--- src/rtl/medidor_ciclos_rgb_pkg.sv ---
// rtl/medidor_ciclos_rgb_pkg.sv - shared states, defaults and channel indices for the RGB cycle meter
package medidor_ciclos_rgb_pkg;

    typedef enum logic [1:0] {
        IDLE = 2'd0,
        MIDE = 2'd1,
        FIN  = 2'd2
    } estado_t;

    localparam int ANCHO_DEF   = 5;
    localparam int VENTANA_DEF = 32;

    // {B,G,R} bit positions on the flag bus, shared with the timer
    localparam int CANAL_R = 0;
    localparam int CANAL_G = 1;
    localparam int CANAL_B = 2;

endpackage

--- src/rtl/medidor_canal.sv ---
// rtl/medidor_canal.sv - per-channel high-cycle counter with edge and saturation tracking
module medidor_canal #(
    parameter int ANCHO = 5
) (
    input  logic             clk,
    input  logic             rst,
    input  logic             clr,
    input  logic             en,
    input  logic             flag,
    output logic [ANCHO-1:0] cnt,
    output logic             err
);

    localparam logic [ANCHO-1:0] MAXIMO = '1;

    logic       flag_prev;
    logic       sat;
    logic [1:0] edges;

    always_ff @(posedge clk or posedge rst) begin
        if (rst) begin
            cnt       <= '0;
            sat       <= 1'b0;
            edges     <= 2'd0;
            flag_prev <= 1'b0;
        end else if (clr) begin
            cnt       <= '0;
            sat       <= 1'b0;
            edges     <= 2'd0;
            flag_prev <= 1'b0;
        end else if (en) begin
            flag_prev <= flag;
            if (flag && (cnt != MAXIMO)) begin
                cnt <= cnt + 1'b1;
                if (cnt == MAXIMO - 1'b1) begin
                    sat <= 1'b1;
                end
            end
            // flag_prev starts at 0, so a flag already high on sample one counts as an edge
            if (flag && !flag_prev && (edges != 2'd2)) begin
                edges <= edges + 2'd1;
            end
        end
    end

    assign err = edges[1] | sat;

endmodule

--- src/rtl/medidor_ciclos_rgb.sv ---
// rtl/medidor_ciclos_rgb.sv - recovers R/G/B high-cycle counts from the timer flag lines
module medidor_ciclos_rgb
    import medidor_ciclos_rgb_pkg::*;
#(
    parameter int ANCHO   = ANCHO_DEF,
    parameter int VENTANA = VENTANA_DEF
) (
    input  logic             clk,
    input  logic             rst,
    input  logic             enter,
    input  logic [2:0]       flags,
    output logic [ANCHO-1:0] ciclos_R,
    output logic [ANCHO-1:0] ciclos_G,
    output logic [ANCHO-1:0] ciclos_B,
    output logic             listo,
    output logic             ocupado,
    output logic [2:0]       error
);

    localparam int            WW     = $clog2(VENTANA + 1);
    localparam logic [WW-1:0] ULTIMO = WW'(VENTANA - 1);

    estado_t          estado, estado_sig;
    logic             enter_q;
    logic             start;
    logic             clr;
    logic             en;
    logic [WW-1:0]    wcnt;
    logic [ANCHO-1:0] cnt [3];
    logic [2:0]       err;
    logic [ANCHO-1:0] ciclos_q [3];
    logic [2:0]       error_q;

    assign start = enter & ~enter_q;
    assign clr   = start;

    always_ff @(posedge clk or posedge rst) begin
        if (rst) begin
            enter_q <= 1'b0;
            estado  <= IDLE;
        end else begin
            enter_q <= enter;
            estado  <= estado_sig;
        end
    end

    always_ff @(posedge clk or posedge rst) begin
        if (rst) begin
            wcnt <= '0;
        end else if (start) begin
            wcnt <= '0;
        end else if (estado == MIDE) begin
            wcnt <= wcnt + WW'(1);
        end
    end

    // A start while measuring restarts the window; a start in FIN is honoured after FIN
    always_comb begin
        estado_sig = estado;
        listo      = 1'b0;
        ocupado    = 1'b0;
        en         = 1'b0;
        case (estado)
            IDLE: begin
                if (start) estado_sig = MIDE;
            end
            MIDE: begin
                ocupado = 1'b1;
                en      = 1'b1;
                if (!start && (wcnt == ULTIMO)) estado_sig = FIN;
            end
            FIN: begin
                listo      = 1'b1;
                estado_sig = start ? MIDE : IDLE;
            end
            default: estado_sig = IDLE;
        endcase
    end

    for (genvar i = 0; i < 3; i++) begin : g_canal
        medidor_canal #(.ANCHO(ANCHO)) u_canal (
            .clk  (clk),
            .rst  (rst),
            .clr  (clr),
            .en   (en),
            .flag (flags[i]),
            .cnt  (cnt[i]),
            .err  (err[i])
        );
    end

    always_ff @(posedge clk or posedge rst) begin
        if (rst) begin
            for (int i = 0; i < 3; i++) ciclos_q[i] <= '0;
            error_q <= 3'b000;
        end else if (estado == FIN) begin
            for (int i = 0; i < 3; i++) ciclos_q[i] <= cnt[i];
            error_q <= err;
        end
    end

    // Counters are frozen during FIN, so they are forwarded to make results visible with listo
    assign ciclos_R = (estado == FIN) ? cnt[CANAL_R] : ciclos_q[CANAL_R];
    assign ciclos_G = (estado == FIN) ? cnt[CANAL_G] : ciclos_q[CANAL_G];
    assign ciclos_B = (estado == FIN) ? cnt[CANAL_B] : ciclos_q[CANAL_B];
    assign error    = (estado == FIN) ? err : error_q;

endmodule

--- config.mk ---
export PLATFORM = sky130hd
export DESIGN_NAME = medidor_ciclos_rgb
export DESIGN_NICKNAME = d
export VERILOG_FILES = /design/src/rtl/medidor_ciclos_rgb_pkg.sv /design/src/rtl/medidor_canal.sv /design/src/rtl/medidor_ciclos_rgb.sv
export SDC_FILE = /design/constraint.sdc
export NUM_CORES = 1
export LEC_CHECK = 0
export CAP_MARGIN = 40
export CELL_PAD_IN_SITES_DETAIL_PLACEMENT = 1
export CELL_PAD_IN_SITES_GLOBAL_PLACEMENT = 1
export CORE_MARGIN = 2
export CORE_UTILIZATION = 28
export CTS_CLUSTER_DIAMETER = 30
export DETAILED_ROUTE_END_ITERATION = 10
export HOLD_SLACK_MARGIN = 0.05
export PLACE_DENSITY = 0.51
export SLEW_MARGIN = 20
export SYNTH_ARGS = -nofsm -noshare
export SYNTH_HDL_FRONTEND = slang
export SYNTH_SLANG_ARGS = --single-unit
--- constraint.sdc ---
create_clock -name clk -period 2.4 [get_ports clk]
set_input_delay 0.72 -clock clk [delete_from_list [all_inputs] [get_ports clk]]
set_output_delay 0.72 -clock clk [all_outputs]
set_load 0.03 [all_outputs]
# [Yosys cells after proc, flatten, opt, wreduce, memory -nomap -nowiden]
# Index checks and enable logic that the tools add are counted.
[word_totals] reg_bits=54 in_bits=6 out_inout_bits=20 word_cells=129
[op_classes] add_sub_neg=7 n_eq_ne=14 mux=48 bitwise=5 n_reduce_logical=36
[op_table] op="5-bit 2-to-1 mux" n=12
[op_table] op="2-bit 2-to-1 mux" n=11
[op_table] op="2-bit nonzero test" n=11
[op_table] op="1-bit 2-to-1 mux" n=21
[op_table] op="5-bit by 1-bit adder with 5-bit output (second input constant)" n=3
[op_table] op="5-bit == test (second input constant)" n=3
[op_table] op="5-bit inequality test (second input constant)" n=3
[op_table] op="2-bit AND reduction" n=7
[op_table] op="6-bit 2-to-1 mux" n=2
[op_table] op="1-bit logical AND" n=10
[op_table] op="3-bit AND reduction" n=3
[op_table] op="2-bit inequality test (second input constant)" n=4
[op_table] op="2-bit by 1-bit adder with 2-bit output (second input constant)" n=3
[op_table] op="6-bit by 1-bit adder with 6-bit output (second input constant)" n=1
[op_table] op="6-bit by 5-bit == test with 1-bit output (second input constant)" n=1
[op_table] op="2-bit case mux with 3 select lines" n=1
[op_table] op="1-bit logical NOT" n=4
[op_table] op="3-bit 2-to-1 mux" n=1
[op_table] op="1-bit bitwise OR" n=3
[op_table] op="2-bit by 1-bit == test with 1-bit output (second input constant)" n=1
[op_table] op="2-bit == test (second input constant)" n=1
[op_table] op="2-bit logical NOT" n=1
[op_table] op="2-bit by 1-bit inequality test with 1-bit output (second input constant)" n=1
[op_table] op="1-bit bitwise AND" n=1
[op_table] op="1-bit NOT" n=1

# [Depth between registers and ports, before layout]
[logic_depth] word_depth=6 mapped_depth=7

# [Modules after synthesis]
# A second synthesis with hierarchy kept.
[hier_totals] cells_unflattened=219 hier_area_um2=2523.7
[modules_own_cells] mod="medidor_canal" instances=3 cells_each=47 area_each_um2=469.2 seq_area_each_um2=225.2
[modules_own_cells] mod="medidor_ciclos_rgb" instances=1 cells_each=78 area_each_um2=1116.1 seq_area_each_um2=675.6

# [Least setup slack after synthesis]
# OpenSTA, ideal clock, no wires.
[synth_path] path_type="register to output" startpoint="reg estado[0]" endpoint="out ciclos_B[0]" t_arrival_ns=1.593 required_ns=1.680 setup_slack_ns=0.087 stages_incl_launch_ff=5 cell_sequence="dfrtp_1 nand2b_1 buf_2 clkbuf_1 o21ai_0"
[synth_between] elab_chain_len=2
[synth_lines] element="from (decl)" line="medidor_ciclos_rgb.sv:23" rtl="estado_t estado, estado_sig;"
[synth_lines] element="from (signal assigned)" line="medidor_ciclos_rgb.sv:43" rtl="estado <= estado_sig;"
[synth_lines] element="2-bit == test" line="medidor_ciclos_rgb.sv:105" rtl="assign ciclos_B = (estado == FIN) ? cnt[CANAL_B] : ciclos_q[CANAL_B];"
[synth_lines] element="5-bit 2-to-1 mux" line="medidor_ciclos_rgb.sv:105"
[synth_lines] element="to (decl)" line="medidor_ciclos_rgb.sv:14" rtl="output logic [ANCHO-1:0] ciclos_B,"
# No other way between the ends.

# [Final worst setup path]
[layout_path] startpoint="reg estado[0]" endpoint="out ciclos_B[4]"
# The elaborated chain is that of the path after synthesis.

==> run metrics <==
slew of the pin with the lowest slew margin=0.3158 ns; total negative slack=0 ns; largest net degree at the start of global routing=36; initial antenna violation count=0; Post-CTS Setup Inserts=0; antenna-violating nets left=0; Crit Path Max Fanout=21; H-Tree Depth=2; vias=1798; CP startpoint kind=flop; RSZ-0062 raised after global routing=yes; Synth Net Count=257; largest family of logic cells by synthesized area=simple AND/OR/NAND/NOR gates; post-synthesis mux area share=0.05124; register area share after synthesis=0.5271; WHS Path Cells=2; hold_buf cts=0; final setup vio count=0; Hold Crit Class=reg -> reg; drt initial violations=31; Yosys Warn Count=0; CP max stage delay=0.36 ns; post-synthesis register bit count=54; Leak=0.001454 uW; Syn Area/Cell=10.77 um^2; port bufs=25; clock sink count=54; final instance area=0.003108 mm^2; GPL Wtd Cong=0.6684; Max Slew Vio Count=0; Row Count=34; Ports=26; Crit Path Category=reg -> out; Die Y=99.69 um; Clk Tree Root Cell=clkbuf_8; Distinct cells, synth=31; antenna cell count=0; Synth Area in Compound Gates=0.1220; setup ws final=0.04883 ns; Slowest cell on crit path=dfrtp_1; Core ar.=0.008806 mm^2; Critical Path Sink=ciclos_B[4]; Final Hold Viols=0; crit path from=estado[0]; max_slew headroom=0.7879; Cells after Synth=238; Final Cycle Share=0.9797; initial cell density of the core=0.2911; Nets=288; DIE AREA=0.009937 mm^2; final wirelength=5510 um; FF-to-FF path depth=7; number of enable flip-flop cells after synthesis=0; Reg clk slew, reported paths=0.10 ns; Placement Setup Slack=0.06722 ns; adder-cell share of the synthesized area=0.06345; first-pass GRT wire length=9501 um; Die Wd=99.69 um; worst hold margin=0.4867 ns; max cap viols=0; worst vdd ir=243.2 uV; gr usage total=0.1212; drt wl/cell=14.62 um; drt drc=0; DRT Pass-1 Iters=4; r2r setup slk=0.43 ns; Post-Syn Area=0.002564 mm^2; vias in the first global route=1847; worst-case clock buffer depth=2; Simple-Gate Fraction of Synth Area=0.1728; CP Capture Type=output port; worst reg2reg endpoint=g_canal[0].u_canal.cnt[2]; Tmin final=2.351 ns; detailed placement HPWL=3825 um; CTS tree=built; Clk Latency, worst-skew pair=0.31 ns; worst path cell trace=nand2b_1, buf_12, mux2_2, clkdlybuf4s15_2; RR Startpoint=g_canal[0].u_canal.cnt[0]; placed cells=370; post-route insts no fill=377; fmax=425.3 MHz; XOR/XNOR Fraction of Synth Area=0.01708; status=complete, no violations; Layout area overhead=21.23%; Clock Skews=0.008604 ns; CP required=1.68 ns; CTS buffer count=5; Primary FF master, synth=dfrtp_1; asr flop ratio synth=1.000; WP data arrival=1.63 ns; GR Overflow Total=0; dpl cell area=0.002989 mm^2; routed vias/inst=4.769; fraction of layout cells with a size suffix above 1=0.2379; pwr dens=721.9 mW/mm^2
==> critical path: cells and delay by family (launching register included) <==
| family | cells | cell delay (ns) |
|---|---|---|
| buffers and inverters | 2 | 0.45 |
| DFF | 1 | 0.36 |
| muxes | 1 | 0.35 |
| and+or+nand+nor | 1 | 0.15 |
==> how the worst min path moves through the flow <==
| stage | start | end |
|---|---|---|
| 3_3_place_gp | wcnt[5] | estado[1] |
| 6_report | error_q[0] | error_q[0] |
| 5_1_grt | ciclos_q[12] | ciclos_q[12] |
| 3_5_place_dp | wcnt[5] | estado[1] |
| 4_1_cts | wcnt[5] | estado[1] |
| 2_1_floorplan | wcnt[5] | estado[1] |
==> per-stage QoR <==
stage,power (uW),utilization
after global placement,1611,0.3394
after floorplan,1478,-
after global routing,2407,0.3529
final,2244,0.3529
after detailed placement,1635,0.3394
after CTS,2286,0.3534
==> report_power, final <==
group,leakage (uW),switching (uW),internal [uW]
Combinational,0.000683,246,205
Clock,0.0000573,300,334
Sequential,0.000714,123,1030
==> final cells by class <==
cell class / instances / area (um^2)
inverter: 13 / 48.80
fill: 982 / 5698
multi-input combinational: 159 / 1111
clock buffer: 6 / 82.58
timing repair buffer: 36 / 349.1
sequential: 54 / 1351
clock inverter: 1 / 30.03
tap: 108 / 135.1
==> sequential cells by signal (all words and copies together) (netlist names) <==
register	flops
ciclos_q	15
enter_q	1
error_q	3
estado	2
g_canal.u_canal.cnt	15
g_canal.u_canal.edges	6
g_canal.u_canal.flag_prev	3
g_canal.u_canal.sat	3
wcnt	6
==> routing by layer <==
| layer | GRT usage | share of wire | vias up |
|---|---|---|---|
| met2 | 0.1850 | 0.46 | 16 |
| met3 | 0.02530 | 0.021 | 5 |
| met4 | 0.04110 | 0.014 | 0 |
| met5 | 0 | 0 | - |
| met1 | 0.1710 | 0.51 | 888 |
| li1 | - | - | 889 |
==> cell usage in the layout (no fill, tap or decap), types with 9 or more instances in the layout <==
cell	instances
a211oi_1	9
a21oi_1	13
buf_4	17
dfrtp_1	54
ha_1	13
inv_1	12
mux2_2	9
nand2_1	25
nor2_1	21
o21ai_0	12
==> kinds of logic after synthesis <==
group	count (synthesis)
xor gates and xnor gates	5
adders and majority gates	13
and+or+nand+nor	78
DFF	54
muxes	12
buffers and inverters	25
AOI/OAI and AO/OA	51
==> timing repair <==
action / CTS / global route
pin swaps: 0 / 0
endpoints found under the hold margin: 0 / 0
resized for setup: 28 / 14
endpoints found under the setup margin: 10 / 14
==> cells in the mapped netlist (4+ instances only) <==
cell type	instances	area, um^2
mux2_2	9	101.4
dfrtp_1	54	1351
nand2_1	25	93.84
a31oi_1	4	25.02
xnor2_1	5	43.79
a211oi_1	9	67.56
inv_1	13	48.80
buf_2	8	40.04
nand3_1	4	20.02
nor2_1	21	78.83
a21oi_1	13	65.06
ha_1	13	162.7
o21ai_0	16	80.08
Power figures use the tool's default switching activity.
